### config.mk
export PLATFORM = sky130hd
export DESIGN_NAME = vectored_int_ctrl
export DESIGN_NICKNAME = d
export VERILOG_FILES = /design/src/rtl/vectored_int_ctrl.sv
export SDC_FILE = /design/constraint.sdc
export NUM_CORES = 1
export LEC_CHECK = 0
export ABC_AREA = 1
export BUFFER_PORTS_ARGS = -buffer_cell sky130_fd_sc_hd__buf_2
export CAP_MARGIN = 10
export CORE_MARGIN = 3
export CORE_UTILIZATION = 51
export CTS_BUF_LIST = sky130_fd_sc_hd__clkbuf_16
export CTS_CLUSTER_DIAMETER = 40
export DETAILED_ROUTE_END_ITERATION = 8
export PLACE_DENSITY = 0.95
export SETUP_SLACK_MARGIN = 0.4
export SYNTH_ARGS = -nofsm -noshare
export SYNTH_HDL_FRONTEND = slang
export SYNTH_SLANG_ARGS = --single-unit
export TNS_END_PERCENT = 5
### constraint.sdc
create_clock -name clk -period 2.11 [get_ports clk]
set_input_delay 0.422 -clock clk [delete_from_list [all_inputs] [get_ports clk]]
set_output_delay 0.422 -clock clk [all_outputs]
set_load 0.005 [all_outputs]
### src/rtl/vectored_int_ctrl.sv
// vectored_int_ctrl: captures accelerator done edges, arbitrates by fixed priority
// and runs the CPU req/ack/vector/eoi handshake with registered outputs.
module vectored_int_ctrl #(
  parameter int          NSRC   = 4,
  parameter logic [29:0] VEC_HI = 30'h3FFFFFFF
) (
  input  logic            clk,
  input  logic            rst,
  input  logic [NSRC-1:0] done_i,
  input  logic            mask_we_i,
  input  logic [NSRC-1:0] mask_wd_i,
  input  logic            int_ack_i,
  input  logic            eoi_i,
  input  logic            ovf_clr_i,
  output logic            int_req_o,
  output logic            int_valid_o,
  output logic [31:0]     int_addr_o,
  output logic [1:0]      int_id_o,
  output logic [NSRC-1:0] pending_o,
  output logic [NSRC-1:0] ovf_o
);
  localparam logic [1:0] IDLE = 2'd0, REQ = 2'd1, VEC = 2'd2, SERVICE = 2'd3;
  logic [NSRC-1:0] done_q, pending_q, pending_d, mask_q, mask_d, ovf_q, ovf_d;
  logic [NSRC-1:0] rise, eligible, clr;
  logic [1:0]      state_q, state_d, id_q, id_d, win;
  logic            req_q, req_d, valid_q, valid_d, armed_q;
  always_comb begin
    // done levels held through reset must not look like edges once it releases
    rise     = done_i & ~done_q & {NSRC{armed_q}};
    eligible = pending_q & mask_q;
    win      = '0;
    for (int i = 0; i < NSRC; i++) if (eligible[i]) win = 2'(i);
    state_d = state_q;
    req_d   = req_q;
    valid_d = valid_q;
    id_d    = id_q;
    clr     = '0;
    case (state_q)
      IDLE: if (eligible != '0) begin
        state_d = REQ;
        req_d   = 1'b1;
      end
      REQ: if (eligible == '0) begin
        state_d = IDLE;
        req_d   = 1'b0;
      end else if (int_ack_i) begin
        state_d = VEC;
        req_d   = 1'b0;
        valid_d = 1'b1;
        id_d    = win;
        clr     = NSRC'(1) << win;
      end
      VEC: if (!int_ack_i) begin
        state_d = SERVICE;
        valid_d = 1'b0;
      end
      default: state_d = eoi_i ? IDLE : state_q;
    endcase
    pending_d = (pending_q & ~clr) | rise;
    ovf_d     = (ovf_clr_i ? '0 : ovf_q) | (rise & pending_q);
    mask_d    = mask_we_i ? mask_wd_i : mask_q;
  end
  always_ff @(posedge clk or posedge rst) begin
    if (rst) begin
      done_q    <= '0;
      armed_q   <= 1'b0;
      pending_q <= '0;
      mask_q    <= '1;
      ovf_q     <= '0;
      id_q      <= '0;
      state_q   <= IDLE;
      req_q     <= 1'b0;
      valid_q   <= 1'b0;
    end else begin
      done_q    <= done_i;
      armed_q   <= 1'b1;
      pending_q <= pending_d;
      mask_q    <= mask_d;
      ovf_q     <= ovf_d;
      id_q      <= id_d;
      state_q   <= state_d;
      req_q     <= req_d;
      valid_q   <= valid_d;
    end
  end
  assign int_req_o   = req_q;
  assign int_valid_o = valid_q;
  assign int_addr_o  = {VEC_HI, id_q};
  assign int_id_o    = id_q;
  assign pending_o   = pending_q;
  assign ovf_o       = ovf_q;
endmodule

Word-level counts from Yosys, hierarchy flattened
Cells that the tools add are included.
- register bits: 23
- bits in latches: 0
- RAM bits: 0
- bits in read-only memories: 0
- bits of input ports: 14
- output and inout bits: 44
- word-level logic and storage cells: 58
- memories: 0
- add/sub/neg operators: 0
- $mul: 0
- div/mod/pow operators: 0
- $lt $le $gt $ge: 0
- equality and inequality tests: 7
- shifts and indexed selects: 1
- mux-type cells: 21
- bitwise operators: 10
- reductions and logical operators: 10
- operators with widths (kind ; number):
    $and A4 B4 Y4 ; 5
    $mux W4 ; 4
    $mux W2 ; 7
    $ne A2 B2 Y1 const B ; 4
    $not A4 Y4 ; 2
    $or A4 B4 Y4 ; 2
    $reduce_and A4 Y1 ; 2
    $reduce_bool A4 Y1 ; 2
    $mux W1 ; 7
    $pmux W2 S3 ; 1
    $reduce_and A3 Y1 ; 2
    $logic_not A4 Y1 ; 1
    $pmux W1 S2 ; 2
    $reduce_bool A2 Y1 ; 2
    $shl A1 B2 Y4 const A ; 1
    $ne A3 B3 Y1 const B ; 1
    $eq A2 B1 Y1 const B ; 1
    $eq A2 B2 Y1 const B ; 1
    $logic_not A2 Y1 ; 1
    $not A1 Y1 ; 1

Depth between registers and ports, before layout
Gate-level depths: netlist (run 1).
- depth after elaboration: 11
- gate-level depth with buffers: 9
- gate-level depth less buffers: 9

Worst setup path before layout (run 1)
OpenSTA, ideal clock, no wires.
- path kind: reg-to-reg
- from: register state_q[1]
- to: register state_q[1]
- library setup time: 0.116 ns
- data arrival time: 1.178 ns
- data required time: 1.994 ns
- slack: 0.815 ns
- cell stages (with the launch flop): 10
- path buffers: 0
- period minus slack after synthesis: 1.295 ns
- cells stage by stage: dfrtp_1 inv_1 ha_1 inv_2 nor2_2 o21bai_2 nand2_2 nand2_2 nand2_1 nand2_1
- cells in the longest elaborated chain, start to end: 3
- elaborated cells on any way between the ends: 9
- those cells by class: eq/ne (5); mux (1); reduce/logical (3)
- RTL lines (what ; line ; RTL):
    start, declared ; 25 ; logic [1:0] state_q, state_d, id_q, id_d, win;
    start signal, assigned ; 81 ; state_q <= state_d;
    $eq A2 B1 Y1 (tied with other cells) ; 38 ; case (state_q)
    $ne A3 B3 Y1 (no source line) (tied with other cells) ; -- ;
    $reduce_and A4 Y1 (no source line) ; -- ;
Parallel ways exist; a longest one is shown, timed or not.
A chain may end at the register's enable or synchronous reset.

Final worst setup path (run 1)
Same ends and word-level chain as after synthesis.

==> flow_summary.yaml, run 1 <==
pwr:
  p_leak_nw: 0.846
  peakVddDrop_mv: 0.592
  p_per_area_nw_per_um2: 1200
floorplanning:
  rows: 18
  die_h_um: 57.5
  fp.dieW_um: 57.5
  dieArea_sq_um: 3300
  core_sq_um: 2500
  ios: 58
  start_util_pct: 54.0
logic_synthesis:
  synth_area_leaders: "dfrtp_1 35%, buf_4 18%, nand2_1 8.6%"
  postSynthAreaPerCell_sq_um: 8.94
  yosysTopAreaCell: "dfrtp_1"
  synth-edff-count: 0
  synth_compound_gate_area_share_pct: 5.84
  async_flop_share_pct: 100
  yosysSeqAreaShare_pct: 43.0
  synth_mux_area_share_pct: 2.50
  synth_xor_area_share_pct: 0
  synth-seq-cells: 23
  synth_top_family_by_area: "buffers and inverters"
  yosysTopAreaCellShare_pct: 35.2
  synth_area_sq_um: 1350
  synth_simple_gate_area_share_pct: 21.3
  synthAdderAreaFrac_pct: 3.71
  synth_ff_type: "dfrtp_1"
  synth_cells: 151
  synth_cell_types: 24
  yosysWarnings: 0
route:
  met2_length_um: 1200
  avgRoutedWirePerCell_um: 11.3
  antenna_left: 0
  drc: 0
  firstDrtPassIters: 4
  routed.top_layer: "met4"
  dr.first_iter.drc_count: 6
  num_vias: 956
  wl_met1_um: 992
  wl_met3_um: 142
  vias_per_cell: 4.53
  wirelength_um: 2380
timing:
  fin_crit_sh_pct: 70.9
  finalCriticalPeriod_ns: 1.50
  hold_violations: 0
  rsz0062_at_grt: "no"
  tns_ns: 0
  fin_skew_ns: 0.00243
  final_max_slew_viol_count: 0
  fmax_mhz: 669
  setup_viol: 0
run:
  maxCapViolCount: 0
placed_design:
  dp_cells: 207
  port_buffers: 27
  hpwl_um: 1830
  place_congestion: 0.763
finish:
  fin_nets: 200
  finalNonFillerCells: 211
  syn_to_final_growth_pct: 10.0
  drive_gt1_share_pct: 30.4
  antenna_cells: 0
cts:
  cts.sinks: 23
  tritoncts: "built"
  clockBufferDepth: 2
  htree_levels: 1
  hold_buffers: 0
  post_cts_resized: 0
  cts_buffers: 3
  cts_setup_buffers: 0
  clk_pin_slew_worst_paths_ns: 0.06
  clockRootBuffer: "clkbuf_16"
  clock_latency_ns: 0.25
setup_path:
  cp-start-kind: "flop"
  critPathCaptureType: "flop"
  path_max_fanout: 5
  required_ns: 2.30
  path_class: "reg2reg"
  cp.arrival_ns: 1.69
run_status:
  outcome: "finished, final reports clean"
grt:
  grt_usage_pct: 15.5
  grt_overflow: 0
  grt_pass1_wl_um: 3960
  grt_max_degree: 24
  antenna_found_initial: 0
  grt_pass1_vias: 906
hold_path:
  hold_class: "in2async"
path summary, 6_finish.rpt:
check                      slack [ns]  cells past startpoint                     from                 endpoint
min                              0.19                      3                      rst      done_q[3]$_DFF_PP0_
min in group clk                 0.29                      1                done_i[1]      done_q[1]$_DFF_PP0_
max in group asynchronous        1.65                      3                      rst    mask_q[2]$_DFFE_PP1P_
max reg2reg                      0.61                      9   state_q[1]$_DFFE_PP0P_   state_q[1]$_DFFE_PP0P_
min reg2reg                      0.49                      2  int_id_o[0]$_DFFE_PP0P_  int_id_o[0]$_DFFE_PP0P_
max                              0.61                      9   state_q[1]$_DFFE_PP0P_   state_q[1]$_DFFE_PP0P_
final cells by class:
type,count,area [sq um]
Inverter,20,75.1
Clock inverter,1,7.51
Sequential cell,23,581
Tap cell,30,37.5
Clock buffer,3,75.1
Multi-Input combinational cell,106,567
Fill cell,225,1010
Timing Repair Buffer,28,143
layout by cell type (no fill, tap or decap), types with 5 or more instances in the layout:
master    n
dfrtp_1  19
nand3_1   5
nand2_2   6
inv_1    17
nand2_1  31
conb_1   31
buf_2    27
critical path, cell delays in order, from the launching register on:
cell	delay (ns)
dfrtp_1	0.43
inv_1	0.13
ha_1	0.26
inv_2	0.07
nor2_2	0.12
o21bai_2	0.15
nand2_2	0.10
nand2_2	0.07
nand2_1	0.05
nand2_1	0.06
kinds of logic after synthesis:
kind of cell,count (synthesis)
flip-flops,23
AO/OA/AOI/OAI,13
buffers and inverters,52
AND/OR/NAND/NOR,55
multiplexers,3
adder cells (fa/ha/maj),4
other,1
cell usage after synthesis, types with 2 or more instances:
cell and n:
buf_4 32, nand2_1 31, dfrtp_1 19, inv_1 17, nand2_2 6, nand3_1 5, dfstp_2 4, ha_1 4
nand3b_1 4, o21ai_0 4, o22ai_1 4, inv_2 3, mux2_2 3, nand2_4 2, nor2_1 2, nor2_2 2
o21ai_1 2
power breakdown:
| part | leakage [nW] | switching [mW] | internal, mW | total (mW) |
|---|---|---|---|---|
| logic | 0.542 | 0.421 | 0.279 | 0.700 |
| clock network | 0.0371 | 0.152 | 0.257 | 0.409 |
| registers | 0.267 | 0.107 | 0.564 | 0.671 |
| total | 0.846 | 0.680 | 1.10 | 1.78 |
registers in the layout (all words and copies together) (netlist names):
signal / cells
armed_q: 1
done_q: 4
int_id_o: 2
int_req_o: 1
int_valid_o: 1
mask_q: 4
ovf_o: 4
pending_o: 4
state_q: 2
per-layer routing:
| layer | global-route usage [%] | vias up |
|---|---|---|
| met2 | 26.6 | 35 |
| met4 | 6.95 | 0 |
| li1 | - | 467 |
| met1 | 18.8 | 449 |
| met3 | 2.94 | 5 |
| met5 | 0 | - |
stage by stage:
stage | util [%] | area (sq um) | hold WS [ns] | setup WS (ns) | power (mW)
after floorplan | - | 1460 | 0.421 | 0.815 | 1.21
after CTS | 59.4 | 1490 | 0.197 | 0.623 | 1.79
after global routing | 59.4 | 1490 | 0.215 | 0.537 | 1.92
after detailed placement | 56.1 | 1400 | 0.471 | 0.685 | 1.36
final | 59.4 | 1490 | 0.191 | 0.615 | 1.78
after global placement | 56.1 | 1400 | 0.466 | 0.699 | 1.33
No activity file was read; power rests on OpenSTA's default activity.
==> run 2: changes to the inputs <==
- CORE_UTILIZATION: 51 -> 47
- PLACE_DENSITY: 0.95 -> 0.9
- clock period: 2.11 -> 1.4 ns (I/O delays scaled with it)
==> flow_summary.yaml, run 2 (synthesis gave the netlist of run 1 again) <==
run_status:
  outcome: "finished, final reports clean"
placed_design:
  hpwl_um: 1890
  place_congestion: 0.819
  dp_cells: 208
  place_area_sq_um: 1450
  post-place-ws_ns: 0.0921
  port_buffers: 27
timing:
  setup_slack_ns: 0.105
  hold_violations: 0
  tns_ns: 0
  finalCriticalPeriod_ns: 1.29
  rsz0062_at_grt: "yes"
  final_max_slew_viol_count: 0
  fin_skew_ns: 0.000824
  setup_viol: 0
  finalHoldWorstSlack_ns: 0.146
  fmax_mhz: 772
  fin_crit_sh_pct: 92.5
route:
  vias_per_cell: 4.53
  firstDrtPassIters: 4
  avgRoutedWirePerCell_um: 11.1
  drc: 0
  dr.first_iter.drc_count: 9
  num_vias: 991
  wirelength_um: 2430
  antenna_left: 0
finish:
  fin_nets: 208
  design_area_sq_um: 1620
  layout_commonest_cell: "conb_1"
  final_cell_mix: "31 x conb_1, 30 x nand2_1, 27 x buf_2"
  finalNonFillerCells: 219
  drive_gt1_share_pct: 37.6
  fill_cells: 233
  seqCellArea_sq_um: 582
  antenna_cells: 0
  fin_util_pct: 62.1
  multi_input_area_sq_um: 638
  syn_to_final_growth_pct: 20.2
cts:
  clk_pin_slew_worst_paths_ns: 0.05
  clock_latency_ns: 0.25
  clockBufferDepth: 2
  cts.sinks: 23
  clockRootBuffer: "clkbuf_16"
  htree_levels: 1
  tritoncts: "built"
  cts_buffers: 3
setup_path:
  path_class: "reg2reg"
  path_cells: "inv_2 > ha_4 > nor3_4 > nor2_4 > inv_2 > nor2_2 > nand2_1 > nand2_1"
  cp.arrival_ns: 1.43
  critPathCaptureType: "flop"
  reg2reg_depth: 8
  max_stage_delay_ns: 0.43
  cp-start-kind: "flop"
  slowest_stage: "dfrtp_2"
  path_max_fanout: 3
  required_ns: 1.54
pwr:
  peakVddDrop_mv: 1.63
  p_per_area_nw_per_um2: 1860
  finalPower_mw: 3.02
  p_leak_nw: 0.895
grt:
  antenna_found_initial: 0
  grt_usage_pct: 14.5
  grt_pass1_wl_um: 3920
  grt_max_degree: 17
  grt_overflow: 0
  grt_pass1_vias: 885
floorplanning:
  start_util_pct: 51.7
  dieArea_sq_um: 3550
  die_h_um: 59.6
  rows: 18
  fp.dieW_um: 59.6
  core_sq_um: 2610
  ios: 58
hold_path:
  hold_class: "in2async"
run:
  maxCapViolCount: 0
run 2: repair_timing:
action / 4_1_cts / 5_1_grt
gates cloned: 0 / 0
hold buffers: 1 / 0
setup endpoints to repair: 24 / 24
endpoints found under the hold margin: 3 / 0
gates resized for setup: 5 / 5
setup buffers: 4 / 2
pin swaps: 5 / 5
run 2: final timing paths:
path | start | slack (ns) | endpoint
min in group clk | done_i[2] | 0.15 | done_q[2]$_DFF_PP0_
min | rst | 0.15 | mask_q[1]$_DFFE_PP1P_
max | state_q[0]$_DFFE_PP0P_ | 0.11 | state_q[1]$_DFFE_PP0P_
max in group asynchronous | rst | 0.65 | state_q[0]$_DFFE_PP0P_
max reg2reg | state_q[0]$_DFFE_PP0P_ | 0.11 | state_q[1]$_DFFE_PP0P_
min reg2reg | int_id_o[1]$_DFFE_PP0P_ | 0.50 | int_id_o[1]$_DFFE_PP0P_
run 2: final cells by class:
class	instances	area share, %
clock inverter	1	0.231
multi-input combinational	106	39.3
timing repair buffer	36	12.9
inverter	20	4.78
clock buffer	3	4.63
tap	30	2.31
sequential	23	35.9
run 2: layer usage:
metal	routed length [um]	vias up	track usage, %	part of all wire, %
met5	0	-	0	0
met1	981	460	17.4	40
met2	1190	39	25.0	49
li1	-	486	-	-
met3	210	6	5.45	8.7
met4	39	0	2.53	1.6
run 2: where the power goes:
| part | switching [mW] | leakage, nW | total [mW] | internal (mW) |
|---|---|---|---|---|
| logic | 0.785 | 0.587 | 1.43 | 0.648 |
| clock network | 0.201 | 0.0423 | 0.581 | 0.380 |
| registers | 0.154 | 0.266 | 1.01 | 0.853 |
| total | 1.14 | 0.895 | 3.02 | 1.88 |
run 2: worst max-delay path, delay by kind of cell (launching register included):
kind,cells,cell delay [ns]
flip-flops,1,0.43
AND/OR/NAND/NOR,5,0.36
adder cells (fa/ha/maj),1,0.22
buffers and inverters,2,0.17
==> run 3: changes to the inputs <==
- RECOVER_POWER: not set -> 25
==> flow_summary.yaml, run 3 (synthesis gave the netlist of run 1 again) <==
finish:
  layout_commonest_cell: "conb_1"
  drive_gt1_share_pct: 34.9
  final_cell_mix: "31 x conb_1, 30 x nand2_1, 23 x buf_2"
  design_area_sq_um: 1610
  fin_nets: 208
  syn_to_final_growth_pct: 19.6
  finalNonFillerCells: 219
  antenna_cells: 0
  fin_util_pct: 61.8
  fill_cells: 237
setup_path:
  path_class: "reg2reg"
  r2r_slack_ns: 0.11
  path_cells: "inv_2 > ha_4 > nor3_4 > nor2_4 > inv_2 > nor2_2 > nand2_1 > nand2_1"
  critPathCaptureType: "flop"
  cp-start-kind: "flop"
  max_stage_delay_ns: 0.43
  slowest_stage: "dfrtp_2"
  path_buf_inv: 2
  required_ns: 1.54
  critPathTopFamily: "flip-flops"
  path_max_fanout: 3
  cp.arrival_ns: 1.43
grt:
  grt_usage_pct: 14.5
  grt_pass1_vias: 885
  antenna_found_initial: 0
  grt_overflow: 0
  grt_max_degree: 17
  grt_pass1_wl_um: 3920
route:
  vias_per_cell: 4.53
  antenna_left: 0
  dr.first_iter.drc_count: 10
  firstDrtPassIters: 4
  avgRoutedWirePerCell_um: 11.1
  num_vias: 992
  wirelength_um: 2430
  drc: 0
timing:
  finalHoldWorstSlack_ns: 0.144
  worst_pin_slew_ns: 0.837
  hold_violations: 0
  slew_headroom_pct: 44.2
  setup_slack_ns: 0.105
  tns_ns: 0
  fin_crit_sh_pct: 92.5
  fin_skew_ns: 0.00121
  finalCriticalPeriod_ns: 1.29
  setup_viol: 0
  fmax_mhz: 772
  final_max_slew_viol_count: 0
  rsz0062_at_grt: "yes"
cts:
  clockBufferDepth: 2
  tritoncts: "built"
  clock_latency_ns: 0.25
  cts_buffers: 3
  cts.sinks: 23
  htree_levels: 1
  clk_pin_slew_worst_paths_ns: 0.05
  clockRootBuffer: "clkbuf_16"
placed_design:
  place_area_sq_um: 1450
  hpwl_um: 1890
  place_congestion: 0.819
  dp_cells: 208
  port_buffers: 27
  post-place-ws_ns: 0.0921
floorplanning:
  fp.dieW_um: 59.6
  core_sq_um: 2610
  dieArea_sq_um: 3550
  rows: 18
  start_util_pct: 51.7
  die_h_um: 59.6
  ios: 58
run_status:
  outcome: "finished, final reports clean"
run:
  maxCapViolCount: 0
pwr:
  peakVddDrop_mv: 1.63
  p_leak_nw: 0.881
  finalPower_mw: 3.02
  p_per_area_nw_per_um2: 1870
hold_path:
  hold_class: "in2async"
==> run 3: changes by cell type in the layout (fill, tap and decap cells not counted) <==
cell	previous run	this run
clkbuf_1	0	5
buf_4	7	6
buf_2	27	23
==> run 3: layout make-up <==
cell class                 instances  area, sq um  area share, %
multi-input combinational        106          638           39.5
tap                               30         37.5           2.33
inverter                          20         77.6           4.81
clock inverter                     1         3.75          0.233
timing repair buffer              36          200           12.4
sequential                        23          582           36.0
clock buffer                       3         75.1           4.65
==> run 3: power by group <==
part | switching, mW | internal, mW | total (mW)
combinational | 0.785 | 0.645 | 1.43
sequential | 0.155 | 0.853 | 1.01
clock | 0.200 | 0.380 | 0.580
==> run 3: repair_timing <==
action                                  in CTS  in global routing
endpoints found under the hold margin        3                  0
gates resized for setup                      5                  5
hold buffers                                 1                  0
pin swaps                                    5                  5
buffers inserted                             4                  2
endpoints found under the setup margin      24                 24
==> run 3: metal layers <==
metal | track usage (%) | up-vias | share of wire, % | routed length [um]
met5 | 0 | - | 0 | 0
met4 | 2.53 | 0 | 1.6 | 39
met3 | 5.45 | 6 | 8.7 | 210
met2 | 25.0 | 39 | 50 | 1200
met1 | 17.4 | 460 | 40 | 972
li1 | - | 487 | - | -
==> run 3: final timing paths <==
check / from / endpoint / cells past startpoint
worst max-delay path: state_q[0]$_DFFE_PP0P_ / state_q[1]$_DFFE_PP0P_ / 8
worst max register to register: state_q[0]$_DFFE_PP0P_ / state_q[1]$_DFFE_PP0P_ / 8
min in group clk: done_i[2] / done_q[2]$_DFF_PP0_ / 1
worst min-delay path: rst / mask_q[1]$_DFFE_PP1P_ / 2
worst min register to register: int_id_o[1]$_DFFE_PP0P_ / int_id_o[1]$_DFFE_PP0P_ / 2
max in group asynchronous: rst / int_id_o[1]$_DFFE_PP0P_ / 3
